### src/rtl/multi_ch_nco_clkgen.sv
// Multi-channel NCO clock-enable generator: per-channel phase accumulators reprogrammed via a
// valid/ready config port. Define NCO_PHASE_OFFSET_EN to add cfg_phase (per-channel start phase).
module multi_ch_nco_clkgen #(
    parameter int unsigned NUM_CH   = 9,
    parameter int unsigned ACC_W    = 32,
    parameter int unsigned LOCK_CNT = 4
) (
    input  logic              refclk,
    input  logic              rst,
    input  logic              cfg_valid,
    output logic              cfg_ready,
    input  logic [3:0]        cfg_ch,
    input  logic [ACC_W-1:0]  cfg_inc,
    input  logic              cfg_sync,
`ifdef NCO_PHASE_OFFSET_EN
    input  logic [ACC_W-1:0]  cfg_phase,
`endif
    output logic [NUM_CH-1:0] ce,
    output logic [NUM_CH-1:0] clk_out,
    output logic              locked,
    output logic              cfg_err
);

    typedef enum logic [1:0] {StIdle, StApply, StSettle} state_e;

    state_e            state_q, state_d;
    logic [ACC_W-1:0]  acc_q [NUM_CH];
    logic [ACC_W-1:0]  acc_d [NUM_CH];
    logic [ACC_W-1:0]  inc_q [NUM_CH];
    logic [ACC_W-1:0]  inc_d [NUM_CH];
    logic [ACC_W:0]    sum   [NUM_CH];
    logic [NUM_CH-1:0] ce_q, ce_d;
    logic              rdy_q, rdy_d;
    logic              err_q, err_d;
    logic [7:0]        cnt_q, cnt_d;

    logic [3:0]        cap_ch_q;
    logic [ACC_W-1:0]  cap_inc_q;
    logic              cap_sync_q;
    logic [ACC_W-1:0]  load_phase;

    logic              capture;
    logic              ch_bad;
    logic              ce_sel;

    assign ch_bad = 32'(cfg_ch) >= NUM_CH;

`ifdef NCO_PHASE_OFFSET_EN
    logic [ACC_W-1:0] cap_phase_q;
    assign load_phase = cap_phase_q;
`else
    assign load_phase = '0;
`endif

    // Locked and ready share one register: both are high exactly while idle.
    assign cfg_ready = rdy_q;
    assign locked    = rdy_q;
    assign cfg_err   = err_q;
    assign ce        = ce_q;

    always_comb begin
        for (int unsigned c = 0; c < NUM_CH; c++) begin
            sum[c]     = {1'b0, acc_q[c]} + {1'b0, inc_q[c]};
            clk_out[c] = acc_q[c][ACC_W-1];
        end
    end

    always_comb begin
        ce_sel = 1'b0;
        for (int unsigned c = 0; c < NUM_CH; c++) begin
            if (cap_ch_q == 4'(c)) begin
                ce_sel = ce_q[c];
            end
        end
    end

    always_comb begin
        for (int unsigned c = 0; c < NUM_CH; c++) begin
            acc_d[c] = sum[c][ACC_W-1:0];
            inc_d[c] = inc_q[c];
            ce_d[c]  = sum[c][ACC_W];
            if (state_q == StApply) begin
                // All channels freeze for the apply cycle so a sync clear lines them up exactly.
                acc_d[c] = cap_sync_q ? '0 : acc_q[c];
                ce_d[c]  = 1'b0;
                if (cap_ch_q == 4'(c)) begin
                    inc_d[c] = cap_inc_q;
                    acc_d[c] = load_phase;
                end
            end
        end
    end

    always_comb begin
        state_d = state_q;
        rdy_d   = rdy_q;
        err_d   = 1'b0;
        cnt_d   = cnt_q;
        capture = 1'b0;
        unique case (state_q)
            StIdle: begin
                rdy_d = 1'b1;
                if (cfg_valid && rdy_q) begin
                    if (ch_bad) begin
                        err_d = 1'b1;
                    end else begin
                        capture = 1'b1;
                        rdy_d   = 1'b0;
                        state_d = StApply;
                    end
                end
            end
            StApply: begin
                cnt_d   = '0;
                state_d = StSettle;
            end
            StSettle: begin
                if (cap_inc_q == '0) begin
                    state_d = StIdle;
                    rdy_d   = 1'b1;
                end else if (ce_sel) begin
                    if (cnt_q + 8'd1 == 8'(LOCK_CNT)) begin
                        state_d = StIdle;
                        rdy_d   = 1'b1;
                    end else begin
                        cnt_d = cnt_q + 8'd1;
                    end
                end
            end
            default: begin
                state_d = StIdle;
            end
        endcase
    end

    always_ff @(posedge refclk) begin
        if (!rst) begin
            state_q    <= StIdle;
            rdy_q      <= 1'b0;
            err_q      <= 1'b0;
            cnt_q      <= '0;
            ce_q       <= '0;
            cap_ch_q   <= '0;
            cap_inc_q  <= '0;
            cap_sync_q <= 1'b0;
`ifdef NCO_PHASE_OFFSET_EN
            cap_phase_q <= '0;
`endif
            for (int unsigned c = 0; c < NUM_CH; c++) begin
                acc_q[c] <= '0;
                inc_q[c] <= '0;
            end
        end else begin
            state_q <= state_d;
            rdy_q   <= rdy_d;
            err_q   <= err_d;
            cnt_q   <= cnt_d;
            ce_q    <= ce_d;
            if (capture) begin
                cap_ch_q   <= cfg_ch;
                cap_inc_q  <= cfg_inc;
                cap_sync_q <= cfg_sync;
`ifdef NCO_PHASE_OFFSET_EN
                cap_phase_q <= cfg_phase;
`endif
            end
            for (int unsigned c = 0; c < NUM_CH; c++) begin
                acc_q[c] <= acc_d[c];
                inc_q[c] <= inc_d[c];
            end
        end
    end

endmodule
### config.mk
export PLATFORM = sky130hd
export DESIGN_NAME = multi_ch_nco_clkgen
export DESIGN_NICKNAME = d
export VERILOG_FILES = /design/src/rtl/multi_ch_nco_clkgen.sv
export SDC_FILE = /design/constraint.sdc
export NUM_CORES = 2
export LEC_CHECK = 0
export ABC_AREA = 1
export BUFFER_PORTS_ARGS = -buffer_cell sky130_fd_sc_hd__buf_2
export CAP_MARGIN = 20
export CORE_MARGIN = 10
export CORE_UTILIZATION = 30
export CTS_BUF_LIST = sky130_fd_sc_hd__clkbuf_2
export DETAILED_ROUTE_END_ITERATION = 16
export HOLD_SLACK_MARGIN = 0.08
export SLEW_MARGIN = 20
export SYNTH_ARGS = -nofsm -noshare
export SYNTH_HDL_FRONTEND = slang
export SYNTH_SLANG_ARGS = --single-unit
export TNS_END_PERCENT = 10
### constraint.sdc
create_clock -name refclk -period 3.79 [get_ports refclk]
set_clock_uncertainty 0.05 [all_clocks]
set_input_delay 0.1895 -clock refclk [delete_from_list [all_inputs] [get_ports refclk]]
set_output_delay 0.1895 -clock refclk [all_outputs]
set_load 0.02 [all_outputs]
# Word-level counts from Yosys, hierarchy flattened
# Memories as Yosys holds them, arrays and structs flattened.
# Cells that the tools add are included.
# op_classes
magnitude_cmp	1
n_eq_ne	18
bitwise	19
n_addsub	10
muxes	93
n_reduce_logical	11
# op_table
op	count
32-bit two-way mux	63
32-bit by 32-bit adder with 33-bit output	9
32-bit zero test	1
8-bit two-way mux	3
1-bit two-way mux	19
1-bit OR	18
4-bit by 3-bit == test with 1-bit output (second input constant)	4
8-bit one-hot mux with 2 select lines	1
2-bit two-way mux	5
2-bit != test (second input constant)	5
8-bit by 1-bit adder with 8-bit output (second input constant)	1
4-bit by 2-bit == test with 1-bit output (second input constant)	2
8-bit by 3-bit == test with 1-bit output (second input constant)	1
4-bit AND reduction	2
3-bit != test (second input constant)	2
2-bit one-hot mux with 3 select lines	1
3-bit AND reduction	2
4-bit by 1-bit == test with 1-bit output (second input constant)	1
4-bit == test (second input constant)	1
4-bit greater-or-equal comparator (second input constant)	1
4-bit zero test	1
2-bit nonzero test	2
2-bit by 1-bit == test with 1-bit output (second input constant)	1
2-bit == test (second input constant)	1
other kinds (5)	5
# word_totals
ff_bits	58
output_inout_bits	21
ram_bits	576
in_bits	40
n_memories	2
word_cells	162
# mem_list
name	words	word_bits	read_ports	rd_clocked_by_memory_dff	wr	line_no	rtl
acc_q	9	32	9	0	9	27	logic [ACC_W-1:0] acc_q [NUM_CH];
inc_q	9	32	9	0	9	29	logic [ACC_W-1:0] inc_q [NUM_CH];

# Logic depth before layout (Yosys ltp)
# logic_depth
word_depth	13
depth_mapped	15

# Worst setup path after synthesis
# OpenSTA, ideal clock, no wires.
# synth_timing
path_kind	register to register
from	mem inc_q[4][0] (netlist: inc_q[0][128])
to	mem acc_q[4][30] (netlist: acc_q[0][158])
stages_incl_launch_ff	16
slack_ps	1828
setup_ps	114
path_buffers	0
synth_period_minus_slack_ps	1962
t_arrival_ps	1799
cell_sequence	dfxtp_1 -> ha_1 -> inv_1 -> fa_1 -> inv_1 -> nand3_1 -> nand2_1 -> nand2_1 -> nand2_1 -> nand2_1 -> nand3_1 -> nand3_1 -> nand2_1 -> nand2_1 -> nand3_1 -> nand2_1
# synth_lines
item	line_no
start: declaration	29
end: declaration	27

# Worst setup path after layout
# layout_timing
from	reg rdy_q (netlist: cfg_ready)
to	reg cap_inc_q[3]
# layout_via
elab_chain_len	3
# layout_lines
item	line_no	rtl
start: declaration	33	logic rdy_q, rdy_d;
start signal: assignment	155	rdy_q <= rdy_d;
1-bit logical AND	103	if (cfg_valid && rdy_q) begin
1-bit two-way mux	103	
1-bit two-way mux	100	unique case (state_q)
end signal: assignment	161	cap_inc_q <= cfg_inc;
end: declaration	38	logic [ACC_W-1:0] cap_inc_q;
# Every way passes these cells.
# A chain may end at the register's enable or synchronous reset.

==> flow_results.xml <==
<?xml version="1.0" encoding="UTF-8"?>
<metrics>
  <group name="place">
    <metric name="dp.final_hpwl" unit="um">104000</metric>
    <metric name="portBuffers" unit="">60</metric>
    <metric name="gp_congestion" unit="">0.954</metric>
    <metric name="post-place-cells" unit="">7907</metric>
    <metric name="post-place-ws" unit="ps">1080</metric>
  </group>
  <group name="timing">
    <metric name="max_freq" unit="MHz">322</metric>
    <metric name="slew-limit-headroom" unit="%">21.6</metric>
    <metric name="period_needed" unit="ps">3100</metric>
    <metric name="final_min_period_over_clock_period" unit="%">81.9</metric>
    <metric name="final.setup.worst_slack" unit="ps">686</metric>
    <metric name="grt_setup_unrepaired" unit="">no</metric>
    <metric name="tightestPinTransition" unit="ps">1170</metric>
    <metric name="slew_viol_final" unit="">0</metric>
    <metric name="hold_violations" unit="">0</metric>
    <metric name="setup_viol" unit="">0</metric>
    <metric name="fin_setup_tns" unit="ps">0</metric>
  </group>
  <group name="drt">
    <metric name="detailedRoute.firstIterationViolations" unit="">3240</metric>
    <metric name="drt-pass1-iter-count" unit="">6</metric>
    <metric name="drt_wl_total" unit="um">144000</metric>
    <metric name="number_of_vias_per_cell_after_detailed_routing" unit="">5.00</metric>
    <metric name="remaining_drc_errors" unit="">0</metric>
    <metric name="route.detailed.wl_per_inst" unit="um">17.2</metric>
    <metric name="routed-via-count" unit="">41900</metric>
    <metric name="route.antenna.remaining_nets" unit="">0</metric>
  </group>
  <group name="critical_path">
    <metric name="cp_max_fo" unit="">64</metric>
    <metric name="cp_startpoint_kind" unit="">flip-flop</metric>
    <metric name="worstPathArrival" unit="ps">4450</metric>
    <metric name="required" unit="ps">5130</metric>
    <metric name="worstSetupEndpointType" unit="">flip-flop</metric>
    <metric name="criticalPathCategory" unit="">flip-flop to flip-flop</metric>
  </group>
  <group name="layout">
    <metric name="stdcell_count" unit="">8382</metric>
    <metric name="area_growth" unit="%">12.1</metric>
    <metric name="layout-drive-gt1-share" unit="%">6.46</metric>
    <metric name="finish.net_count" unit="">6808</metric>
  </group>
  <group name="synthesis">
    <metric name="ys_async_rst_share" unit="%">0</metric>
    <metric name="synth_warnings" unit="">0</metric>
    <metric name="synth-edff-count" unit="">0</metric>
    <metric name="synth_ff_type" unit="">dfxtp_1</metric>
    <metric name="leading_area_contributor_after_synthesis" unit="">dfxtp_1</metric>
    <metric name="postSynthRegisterBits" unit="">634</metric>
    <metric name="seq_area_frac_synth" unit="%">31.3</metric>
    <metric name="synth_largest_type_area_fraction" unit="%">31.3</metric>
    <metric name="synthCells" unit="">6263</metric>
    <metric name="synth.avg_cell_area" unit="um2">6.47</metric>
    <metric name="ys_types" unit="">42</metric>
    <metric name="synth_top_cells_by_area" unit="">dfxtp_1 (31%), nand2_1 (17%), ha_1 (8.9%), a21oi_1 (7.8%), nand3_1 (7.3%)</metric>
    <metric name="synth_fp_nets" unit="">6601</metric>
    <metric name="mappedNetlistArea" unit="um2">40500</metric>
  </group>
  <group name="cts">
    <metric name="path_clk_slew" unit="ps">130</metric>
    <metric name="clock_sinks" unit="">634</metric>
    <metric name="insertion_delay" unit="ps">1540</metric>
    <metric name="cts_tree" unit="">done</metric>
    <metric name="cts_inserted_buffers" unit="">176</metric>
    <metric name="ctsRootBufferMaster" unit="">clkbuf_2</metric>
    <metric name="htree_num_levels" unit="">4</metric>
    <metric name="cts.path.max_buffers" unit="">3</metric>
    <metric name="cts_setup_buffers" unit="">0</metric>
  </group>
  <group name="power_and_ir_drop">
    <metric name="netSwitchingPower" unit="mW">4.55</metric>
    <metric name="p_int" unit="mW">9.30</metric>
    <metric name="power.leakage" unit="nW">20.8</metric>
    <metric name="worst_supply_voltage_drop_on_vdd" unit="mV">0.301</metric>
    <metric name="power.share.combinational" unit="%">10.8</metric>
    <metric name="power_per_cell_area" unit="nW/um2">305</metric>
    <metric name="share_clk_of_total_power" unit="%">38.5</metric>
    <metric name="netSwitchingFraction" unit="%">32.8</metric>
    <metric name="sequentialPowerShare" unit="%">50.7</metric>
  </group>
  <group name="die">
    <metric name="core_region_area" unit="um2">134000</metric>
    <metric name="chipWidth" unit="um">388</metric>
    <metric name="die_h" unit="um">388</metric>
    <metric name="rows" unit="">134</metric>
    <metric name="initial_core_utilization" unit="%">30.3</metric>
    <metric name="io_pins" unit="">61</metric>
    <metric name="die_footprint" unit="um2">150000</metric>
  </group>
  <group name="global_routing">
    <metric name="gr-total-overflow" unit="">0</metric>
    <metric name="grt_first_pass_wirelength" unit="um">222000</metric>
    <metric name="globalRouteTotalUtil" unit="%">18.4</metric>
    <metric name="first_global_vias" unit="">39600</metric>
    <metric name="grt_start_max_net_pins" unit="">172</metric>
    <metric name="grt_antenna_before_repair" unit="">11</metric>
  </group>
  <group name="flow_run">
    <metric name="drv.max_cap_violation_count" unit="">0</metric>
  </group>
  <group name="outcome">
    <metric name="status" unit="">complete, no violations</metric>
  </group>
  <group name="min_path">
    <metric name="hold_path_class" unit="">input pin to flip-flop</metric>
  </group>
</metrics>
power groups by stage:
| stage | Combinational (mW) | Clock [mW] | Sequential (mW) |
|---|---|---|---|
| 2_1_floorplan | 0.905 | 0 | 7.01 |
| 3_3_place_gp | 1.28 | 0 | 7.17 |
| 3_5_place_dp | 1.29 | 0 | 7.17 |
| 4_1_cts | 1.47 | 5.53 | 7.02 |
| 5_1_grt | 1.61 | 5.86 | 7.04 |
| 6_report | 1.49 | 5.34 | 7.03 |
cells in the mapped netlist, types with 18 or more instances:
| cell | instances |
|---|---|
| o21a_1 | 18 |
| inv_2 | 18 |
| clkbuf_1 | 98 |
| nand2_1 | 1835 |
| and3_1 | 27 |
| o21ai_1 | 50 |
| buf_2 | 41 |
| nor3_1 | 34 |
| dfxtp_1 | 634 |
| a21o_1 | 36 |
| nand4_1 | 34 |
| a21oi_1 | 633 |
| buf_6 | 28 |
| o21bai_1 | 41 |
| nand3b_1 | 32 |
| nor2_1 | 614 |
| xor2_1 | 19 |
| buf_1 | 36 |
| ha_1 | 289 |
| or2_2 | 19 |
| inv_1 | 564 |
| nand3_1 | 590 |
| xnor2_1 | 62 |
| o21ai_0 | 405 |
| nor4_1 | 18 |
placed cells by master, fill, tap and decap left out, types with 10 or more instances in the layout:
master,instances
xor2_1,19
o21ai_0,405
nor2_1,614
xnor2_1,62
o21ai_1,50
buf_2,59
clkinv_2,13
clkbuf_2,236
a21oi_1,633
nand3b_1,32
inv_1,564
o21bai_1,41
buf_4,36
or2_2,19
nor4_1,18
and3_1,27
nand3_1,590
inv_2,17
nor2_8,12
clkinv_1,51
a21boi_0,10
a21o_1,36
dlygate4sd3_1,153
nand4_1,34
o21a_1,18
dfxtp_1,634
nand2_1,1835
nor3_1,34
ha_1,289
through the flow:
stage / util (%) / hold WS, ps / area [um2] / power [mW]
after floorplan: - / 274 / 40500 / 7.92
after global placement: 31.5 / 390 / 42200 / 8.45
after detailed placement: 31.5 / 394 / 42200 / 8.47
after CTS: 33.9 / 174 / 45400 / 14.0
after global routing: 33.9 / 341 / 45400 / 14.5
final: 33.9 / 363 / 45400 / 13.9
registers in the layout (all words and copies together), names as in the netlist:
name and flops:
cfg_err 1, inc_q 288, cfg_ready 1, ce 9, cap_ch_q 4, acc_q 288, state_q 2, cap_sync_q 1
cap_inc_q 32, cnt_q 8
cell families after synthesis:
group / synth area share [%]
and+or+nand+nor: 33.5
AOI/OAI and AO/OA: 15.8
buffers and inverters: 8.27
DFF: 31.3
adders and majority gates: 9.37
xor gates and xnor gates: 1.75
worst paths after layout:
kind	start	endpoint	slack, ps	cells past startpoint
min reg2reg	acc_q[0][252]	acc_q[0][252]	410	2
max	cfg_ready	cap_inc_q[3]	690	7
max reg2reg	cfg_ready	cap_inc_q[3]	690	7
min	rst	inc_q[0][261]	360	5
timing repair:
item                      4_1_cts  5_1_grt
hold buffers                  153        0
hold endpoints to repair      634        0
gates resized for setup         0        0
layer usage:
metal  part of all wire (%)  routed length, um  global-route usage, %  vias up
li1                       -                  -                      -    21100
met1                     46              65900                   24.2    19200
met2                     44              63200                   29.3     1312
met3                    6.9               9880                   3.73      288
met4                    3.5               5100                   7.03        4
met5                  0.022                 31                      0        -
critical path, stage by stage (launching register included):
cell           delay [ps]
dfxtp_1               650
nand3_1               130
nor2_1                170
inv_2                 410
o21ai_0               350
dlygate4sd3_1         620
a21oi_1                50
dlygate4sd3_1         590
final cells by class:
class                   instances  area, um2
diodes                          5       12.5
clock buffers                 236       1180
clock inverters                81        490
fillers                     14800      88400
inverters                     583       2200
multi-input cells            4824      24500
flip-flops and latches        634      12700
well taps                    1768       2210
repair buffers                251       2160
Note: power is estimated with default switching activity, not from simulation.
